## config.mk

```make
export PLATFORM = sky130hd
export DESIGN_NAME = pipe_ctrl
export DESIGN_NICKNAME = d
export VERILOG_FILES = /design/src/rtl/pipe_ctrl_pkg.sv /design/src/rtl/pipe_stall_watchdog.sv /design/src/rtl/pipe_ctrl.sv
export SDC_FILE = /design/constraint.sdc
export NUM_CORES = 1
export LEC_CHECK = 0
export CAP_MARGIN = 20
export CORE_MARGIN = 2
export CORE_UTILIZATION = 36
export DETAILED_ROUTE_END_ITERATION = 8
export GPL_TIMING_DRIVEN = 1
export HOLD_SLACK_MARGIN = 0.15
export PLACE_DENSITY = 0.82
export SYNTH_ARGS = -nofsm -noshare
export SYNTH_HDL_FRONTEND = slang
export SYNTH_SLANG_ARGS = --single-unit
```

## constraint.sdc

```tcl
create_clock -name clk -period 1.85 [get_ports clk]
set_input_delay 0.37 -clock clk [delete_from_list [all_inputs] [get_ports clk]]
set_output_delay 0.37 -clock clk [all_outputs]
set_load 0.005 [all_outputs]
```

## src/rtl/pipe_ctrl_pkg.sv

```systemverilog
// rtl/pipe_ctrl_pkg.sv - shared constants and types for the pipeline sequencer
package pipe_ctrl_pkg;

  localparam logic STOP    = 1'b1;
  localparam logic NO_STOP = 1'b0;

  // bit0 PC .. bit5 WB; WB is never held
  localparam logic [5:0] STALL_MEM  = 6'b011111;
  localparam logic [5:0] STALL_EX   = 6'b001111;
  localparam logic [5:0] STALL_ID   = 6'b000111;
  localparam logic [5:0] STALL_IF   = 6'b000011;
  localparam logic [5:0] STALL_NONE = 6'b000000;

  localparam logic [31:0] DEF_EXC_VECTOR     = 32'h0000_0020;
  localparam logic [31:0] DEF_TIMEOUT_VECTOR = 32'h0000_0040;

  typedef enum logic {
    ST_RUN   = 1'b0,
    ST_FLUSH = 1'b1
  } pipe_state_e;

endpackage

```

## src/rtl/pipe_stall_watchdog.sv

```systemverilog
// rtl/pipe_stall_watchdog.sv - consecutive-stall counter with expiry strobe
module pipe_stall_watchdog
  import pipe_ctrl_pkg::*;
#(
  parameter int STALL_TIMEOUT = 1024,
  parameter int CNT_W         = 11
) (
  input  logic clk,
  input  logic rst,
  input  logic run,
  input  logic req_any,
  output logic expire
);

  logic [CNT_W-1:0] cnt_q, cnt_d;

  assign expire = run && (req_any == STOP) && (cnt_q == CNT_W'(STALL_TIMEOUT - 1));

  // any break in the freeze (idle cycle, flush, or expiry itself) restarts the count
  always_comb begin
    cnt_d = '0;
    if (run && (req_any == STOP) && !expire) begin
      cnt_d = cnt_q + CNT_W'(1);
    end
  end

  always_ff @(posedge clk) begin
    if (!rst) begin
      cnt_q <= '0;
    end else begin
      cnt_q <= cnt_d;
    end
  end

endmodule

```

## src/rtl/pipe_ctrl.sv

```systemverilog
// rtl/pipe_ctrl.sv - stall merge, flush sequencing and redirect PC for the 5-stage core
// Optional stalled-cycle counter enabled by PIPE_CTRL_PERF_EN.
module pipe_ctrl
  import pipe_ctrl_pkg::*;
#(
  parameter logic [31:0] EXC_VECTOR     = DEF_EXC_VECTOR,
  parameter logic [31:0] TIMEOUT_VECTOR = DEF_TIMEOUT_VECTOR,
  parameter int          STALL_TIMEOUT  = 1024,
  parameter int          CNT_W          = 11
) (
  input  logic        clk,
  input  logic        rst,
  input  logic        stallreq_if,
  input  logic        stallreq_id,
  input  logic        stallreq_ex,
  input  logic        stallreq_mem,
  input  logic        excp_valid,
  input  logic        excp_is_eret,
  input  logic [31:0] epc_i,
  output logic [5:0]  stall,
  output logic        flush,
  output logic [31:0] new_pc,
  output logic        timeout,
  output logic [31:0] stall_cycles
);

  pipe_state_e state_q, state_d;
  logic        flush_q, flush_d;
  logic        timeout_q, timeout_d;
  logic [31:0] new_pc_q, new_pc_d;
  logic [5:0]  stall_vec;
  logic        req_any;
  logic        wd_expire;

  assign req_any = stallreq_if | stallreq_id | stallreq_ex | stallreq_mem;

  // latest requesting stage wins; nothing is held while the flush drains
  always_comb begin
    stall_vec = STALL_NONE;
    if (state_q == ST_RUN) begin
      if (stallreq_mem)     stall_vec = STALL_MEM;
      else if (stallreq_ex) stall_vec = STALL_EX;
      else if (stallreq_id) stall_vec = STALL_ID;
      else if (stallreq_if) stall_vec = STALL_IF;
    end
  end

  pipe_stall_watchdog #(
    .STALL_TIMEOUT (STALL_TIMEOUT),
    .CNT_W         (CNT_W)
  ) u_watchdog (
    .clk     (clk),
    .rst     (rst),
    .run     (state_q == ST_RUN),
    .req_any (req_any),
    .expire  (wd_expire)
  );

  always_comb begin
    state_d   = ST_RUN;
    flush_d   = NO_STOP;
    timeout_d = NO_STOP;
    new_pc_d  = 32'h0;
    case (state_q)
      ST_RUN: begin
        // an exception outranks a simultaneous watchdog expiry
        if (excp_valid) begin
          state_d  = ST_FLUSH;
          flush_d  = 1'b1;
          new_pc_d = excp_is_eret ? epc_i : EXC_VECTOR;
        end else if (wd_expire) begin
          state_d   = ST_FLUSH;
          flush_d   = 1'b1;
          timeout_d = 1'b1;
          new_pc_d  = TIMEOUT_VECTOR;
        end
      end
      ST_FLUSH: begin
        state_d = ST_RUN;
      end
      default: begin
        state_d = ST_RUN;
      end
    endcase
  end

  always_ff @(posedge clk) begin
    if (!rst) begin
      state_q   <= ST_RUN;
      flush_q   <= 1'b0;
      timeout_q <= 1'b0;
      new_pc_q  <= 32'h0;
    end else begin
      state_q   <= state_d;
      flush_q   <= flush_d;
      timeout_q <= timeout_d;
      new_pc_q  <= new_pc_d;
    end
  end

  assign stall   = stall_vec;
  assign flush   = flush_q;
  assign timeout = timeout_q;
  assign new_pc  = new_pc_q;

`ifdef PIPE_CTRL_PERF_EN
  logic [31:0] stall_cycles_q, stall_cycles_d;

  always_comb begin
    stall_cycles_d = stall_cycles_q;
    if (stall_vec != STALL_NONE) begin
      stall_cycles_d = stall_cycles_q + 32'd1;
    end
  end

  always_ff @(posedge clk) begin
    if (!rst) begin
      stall_cycles_q <= 32'h0;
    end else begin
      stall_cycles_q <= stall_cycles_d;
    end
  end

  assign stall_cycles = stall_cycles_q;
`else
  assign stall_cycles = 32'h0;
`endif

endmodule

```

==> flow_metrics.py, run 1 <==
metrics = {
    "run_status": {
        "status": "finished clean",
    },
    "floorplanning": {
        "coreArea_um2": 4692,
        "fp.dieArea_um2": 5403,
        "rows": 25,
        "ioPinCount": 112,
        "die_y_um": 73.51,
        "start_util": 0.3707,
        "die_w_um": 73.51,
    },
    "min_path": {
        "hold_path_depth": 2,
        "hp-class": "reg2reg",
    },
    "flow_run": {
        "max_cap_violations": 0,
    },
    "sta": {
        "tns_ns": 0,
        "fin_crit_sh": 0.9153,
        "fmax_ghz": 0.5905,
        "period_needed_ns": 1.693,
        "maxSlewViolCount": 0,
        "rsz0062_at_grt": "no",
        "finClkSkew_ns": 0.01126,
        "hold_slack_ns": 0.4564,
        "finalSetupViolations": 0,
        "hold_viol_final": 0,
        "setup_ws_ns": 0.1567,
    },
    "clocking": {
        "htreeDepth": 2,
        "clock_sink_count": 45,
        "cts_tree": "yes",
        "clock_latency_ns": 0.29,
        "cts_buffers": 5,
        "clock_path_buffers": 2,
        "hold_buffers": 0,
        "cts.clk_slew.worst_paths_ns": 0.07,
        "cts-root-buf": "clkbuf_8",
    },
    "drt": {
        "via_per_inst": 4.097,
        "routed-wl-met2_um": 1707,
        "routedWlPerCell_um": 10.62,
        "antenna_left": 0,
        "dr.pass1.iters": 4,
        "wirelength_um": 3293,
        "drtIter0Drc": 29,
        "wl_met1_um": 1203,
        "dr.max_layer_used": "met4",
        "wl_met3_um": 313,
        "drt_drc_violations_left": 0,
        "route.vias.total": 1270,
    },
    "global_routing": {
        "grtUsageTotal": 0.1257,
        "grt.overflow.total": 0,
        "grt_pass1_wl_um": 5175,
        "grt_pass1_vias": 1191,
        "grt_max_degree": 32,
        "antenna_found_initial": 0,
    },
    "power_and_ir_drop": {
        "power_uw": 1827,
        "p_leak_uw": 0.001057,
        "intPower_uw": 1430,
        "powerDensity_nw_per_um2": 713.4,
        "p_comb_frac": 0.111,
        "p_sw_frac": 0.2172,
        "vdd_drop_max_uv": 590.6,
        "p_clk_frac": 0.340,
        "pwr-share-seq": 0.549,
        "switchingPower_uw": 396.9,
    },
    "critical_path": {
        "cp-start-kind": "input port",
        "path_class": "in2out",
        "crit_fanout": 2,
        "rr_worst_depth": 5,
        "end_kind": "output pin",
        "required_ns": 1.48,
        "cp.arrival_ns": 1.32,
    },
    "place": {
        "portBuffers": 78,
        "gp_congestion": 0.7162,
        "dp_hpwl_um": 2550,
        "preCtsSetupSlack_ns": -0.2244,
    },
    "logic_synthesis": {
        "synth_area_per_cell_um2": 10.05,
        "synth_cells": 173,
        "ys_types": 33,
        "async_reset_ff_frac": 0,
        "synth_area_um2": 1739,
        "ys_seq_area_frac": 0.5180,
        "synth_ff_type": "dfxtp_1",
        "ys_warn_count": 0,
        "synth_edf_count": 0,
        "synth-seq-cells": 45,
    },
    "final_layout": {
        "final_util": 0.5459,
        "final_common_cell": "clkdlybuf4s50_1",
        "drive_above_1_share": 0.07813,
        "syn2layout_area_growth_pct": 47.27,
        "layout.nets": 296,
        "nFillCells": 422,
        "antenna_cells": 0,
        "final_cell_mix": "72 x clkdlybuf4s50_1, 45 x dfxtp_1, 33 x conb_1",
    },
}
==> power by group through the flow <==
stage                     sequential, uW  combinational (uW)  clock (uW)
after floorplan                     1030                 109           0
after global placement              1020                 206           0
after detailed placement            1030                 209           0
after CTS                           1000                 204         648
after global routing                1010                 224         684
final                               1000                 203         622
==> stage by stage <==
| stage | cells | instance area (um2) |
|---|---|---|
| after global routing | 310 | 2561 |
| after detailed placement | 302 | 2469 |
| after CTS | 310 | 2559 |
| final | 310 | 2561 |
| after floorplan | 205 | 1859 |
| after global placement | 302 | 2469 |
==> worst paths after layout <==
kind | start | to | slack, ns
worst max register to register | u_watchdog.cnt_q[0] | u_watchdog.cnt_q[7] | 0.41
worst min register to register | u_watchdog.cnt_q[10] | u_watchdog.cnt_q[10] | 0.46
worst max-delay path | stallreq_if | stall[1] | 0.16
worst min-delay path | u_watchdog.cnt_q[10] | u_watchdog.cnt_q[10] | 0.46
==> state kept, by name, indices dropped and copies added (netlist names) <==
signal / count
new_pc: 32
state_q: 1
timeout: 1
u_watchdog.cnt_q: 11
==> routing by layer <==
metal  vias to the layer above  track usage
met2                        57       0.2093
li1                        647            -
met3                         6      0.06173
met5                         -            0
met4                         0      0.07071
met1                       560       0.1276
==> cells by family after synthesis <==
logic type               share of synthesized area
adder cells (fa/ha/maj)                   0.007193
XOR/XNOR                                   0.02518
buffers and inverters                       0.1640
AND/OR/NAND/NOR                             0.2396
flip-flops                                  0.5180
AO/OA/AOI/OAI                              0.04388
other                                     0.002156
==> worst max-delay path: stages <==
cell and delay [ns]:
clkdlybuf4s50_1 0.42, nor4_2 0.17, nor2_1 0.09, dlygate4sd2_1 0.27
==> layout make-up <==
type | instances | area [um2] | area share
multi-input combinational | 119 | 673.1 | 0.2628
clock inverter | 2 | 13.76 | 0.005374
inverter | 3 | 11.26 | 0.004397
sequential | 45 | 900.9 | 0.3517
tap | 54 | 67.56 | 0.02638
timing repair buffer | 81 | 812.0 | 0.3170
clock buffer | 6 | 82.58 | 0.03224
==> Yosys cell counts (3+ instances only) <==
cell type	instances	area (um2)
buf_4	35	262.8
xnor2_1	3	26.28
dfxtp_1	45	900.9
clkbuf_1	3	11.26
a21oi_1	5	25.02
nor2_1	13	48.80
nand3_1	4	20.02
inv_1	3	11.26
nand2_1	4	15.01
and2_1	30	187.7
==> repair_timing <==
item / CTS / global route
gates resized for setup: 5 / 1
endpoints found under the setup margin: 5 / 2
pin swaps: 1 / 2
buffers inserted: 0 / 0
(Power assumes the default switching activity.)
==> run 2, diff against run 1 <==
MAX_ROUTING_LAYER = met4   (was unset)
TNS_END_PERCENT = 20   (was unset)
==> flow_metrics.py, run 2 (synthesized netlist as in run 1, its figures left out) <==
metrics = {
    "run_status": {
        "status": "finished clean",
    },
    "global_routing": {
        "grt_pass1_wl_um": 5202,
        "grt.overflow.total": 0,
        "grt_pass1_vias": 1185,
        "grtUsageTotal": 0.1309,
        "grt_max_degree": 32,
        "antenna_found_initial": 0,
    },
    "critical_path": {
        "cp.depth": 4,
        "cp-startpoint": "stallreq_if",
        "cp.arrival_ns": 1.32,
        "r2r_start": "u_watchdog.cnt_q[0]",
        "r2r_slack_ns": 0.41,
        "rr_worst_depth": 5,
        "end_kind": "output pin",
        "slowest_delay_ns": 0.42,
        "path_class": "in2out",
        "crit_fanout": 2,
        "worst_path_max_delay_cell": "clkdlybuf4s50_1",
        "required_ns": 1.48,
        "crit_chain": "clkdlybuf4s50_1 > nor4_2 > nor2_1 > dlygate4sd2_1",
        "cp_num_buf_inv": 2,
        "critPathCapture": "stall[1]",
        "crit_family": "buffers and inverters",
        "reg2reg_to": "u_watchdog.cnt_q[7]",
        "cp-start-kind": "input port",
    },
    "floorplanning": {
        "fp.dieArea_um2": 5403,
        "rows": 25,
        "die_y_um": 73.51,
        "coreArea_um2": 4692,
        "start_util": 0.3707,
        "ioPinCount": 112,
        "die_w_um": 73.51,
    },
    "sta": {
        "hold_viol_final": 0,
        "period_needed_ns": 1.693,
        "finClkSkew_ns": 0.01107,
        "maxSlewViolCount": 0,
        "tns_ns": 0,
        "finalSetupViolations": 0,
        "fmax_ghz": 0.5905,
        "fin_crit_sh": 0.9153,
        "rsz0062_at_grt": "no",
    },
    "drt": {
        "drt_drc_violations_left": 0,
        "drtIter0Drc": 25,
        "antenna_left": 0,
        "routedWlPerCell_um": 10.62,
        "dr.pass1.iters": 4,
        "via_per_inst": 4.094,
        "wirelength_um": 3293,
        "route.vias.total": 1269,
    },
    "final_layout": {
        "syn2layout_area_growth_pct": 47.27,
        "stdcell_count": 310,
        "final_cell_mix": "72 x clkdlybuf4s50_1, 45 x dfxtp_1, 33 x conb_1",
        "drive_above_1_share": 0.07813,
        "layout.nets": 296,
        "nFillCells": 422,
        "final_common_cell": "clkdlybuf4s50_1",
        "largest_reg_flops": 32,
        "antenna_cells": 0,
    },
    "flow_run": {
        "max_cap_violations": 0,
    },
    "power_and_ir_drop": {
        "powerDensity_nw_per_um2": 712.3,
        "power_uw": 1824,
        "p_leak_uw": 0.001057,
        "vdd_drop_max_uv": 586.3,
    },
    "clocking": {
        "clock_sink_count": 45,
        "hold_buffers": 0,
        "htreeDepth": 2,
        "cts_buffers": 5,
        "clock_latency_ns": 0.29,
        "cts.clk_slew.worst_paths_ns": 0.07,
        "cts_tree": "yes",
        "cts-root-buf": "clkbuf_8",
        "clock_path_buffers": 2,
    },
    "place": {
        "portBuffers": 78,
        "dp_hpwl_um": 2550,
        "dpl.cell_count": 302,
        "gp_congestion": 0.7245,
    },
    "min_path": {
        "hp-class": "reg2reg",
    },
}
==> run 2: cell counts in the layout (fill, tap and decap cells not counted) <==
Identical to the previous run, type by type.
==> run 2: worst min path at each step <==
stage / from / endpoint / cells after the start
finish: u_watchdog.cnt_q[10] / u_watchdog.cnt_q[10] / 2
global route: u_watchdog.cnt_q[10] / u_watchdog.cnt_q[10] / 2
detailed placement: u_watchdog.cnt_q[10] / u_watchdog.cnt_q[10] / 2
CTS: u_watchdog.cnt_q[10] / u_watchdog.cnt_q[10] / 2
global placement: u_watchdog.cnt_q[10] / u_watchdog.cnt_q[10] / 2
floorplan: u_watchdog.cnt_q[10] / u_watchdog.cnt_q[10] / 2
==> run 2: report_power, final <==
part           internal (uW)  total [uW]  switching [uW]  leakage (uW)
sequential               991        1000            10.9      0.000365
combinational            136         203            66.7      0.000641
clock                    303         619             317     0.0000512
total                   1430        1820             394       0.00106
==> run 2: per-layer routing <==
metal,vias to the layer above,GRT usage,routed length [um]
li1,647,-,-
met1,558,0.1378,1273
met2,57,0.2113,1700
met3,7,0.05213,246
met4,0,0.06667,72
met5,-,-,0
==> run 2: cell type report <==
class,instances,area [um2],share of cell area
clock buffer,6,82.58,0.03224
clock inverter,2,13.76,0.005374
inverter,3,11.26,0.004397
multi-input combinational,119,673.1,0.2628
sequential,45,900.9,0.3517
tap,54,67.56,0.02638
timing repair buffer,81,812.0,0.3170
==> run 2: timing repair <==
action                                  in CTS  in global routing
endpoints found under the setup margin       5                  2
setup buffers                                0                  0
hold endpoints to repair                     0                  0
gates resized for setup                      5                  1
pin swaps                                    1                  2
==> run 2: metrics by stage <==
step | hold WS [ns] | cell area [um2] | utilization | worst slack, ns
after floorplan | 0.4245 | 1859 | - | 0.5629
after global placement | 0.4381 | 2469 | 0.5261 | -0.1739
after detailed placement | 0.4422 | 2469 | 0.5261 | -0.2244
after CTS | 0.4540 | 2559 | 0.5453 | 0.03196
after global routing | 0.4815 | 2561 | 0.5459 | 0.05955
final | 0.4564 | 2561 | 0.5459 | 0.1567
==> run 2: worst min-delay path, cell delays in order, from the launching register on <==
cell and delay, ns:
dfxtp_1 0.32, o41ai_1 0.06, nor2_1 0.04
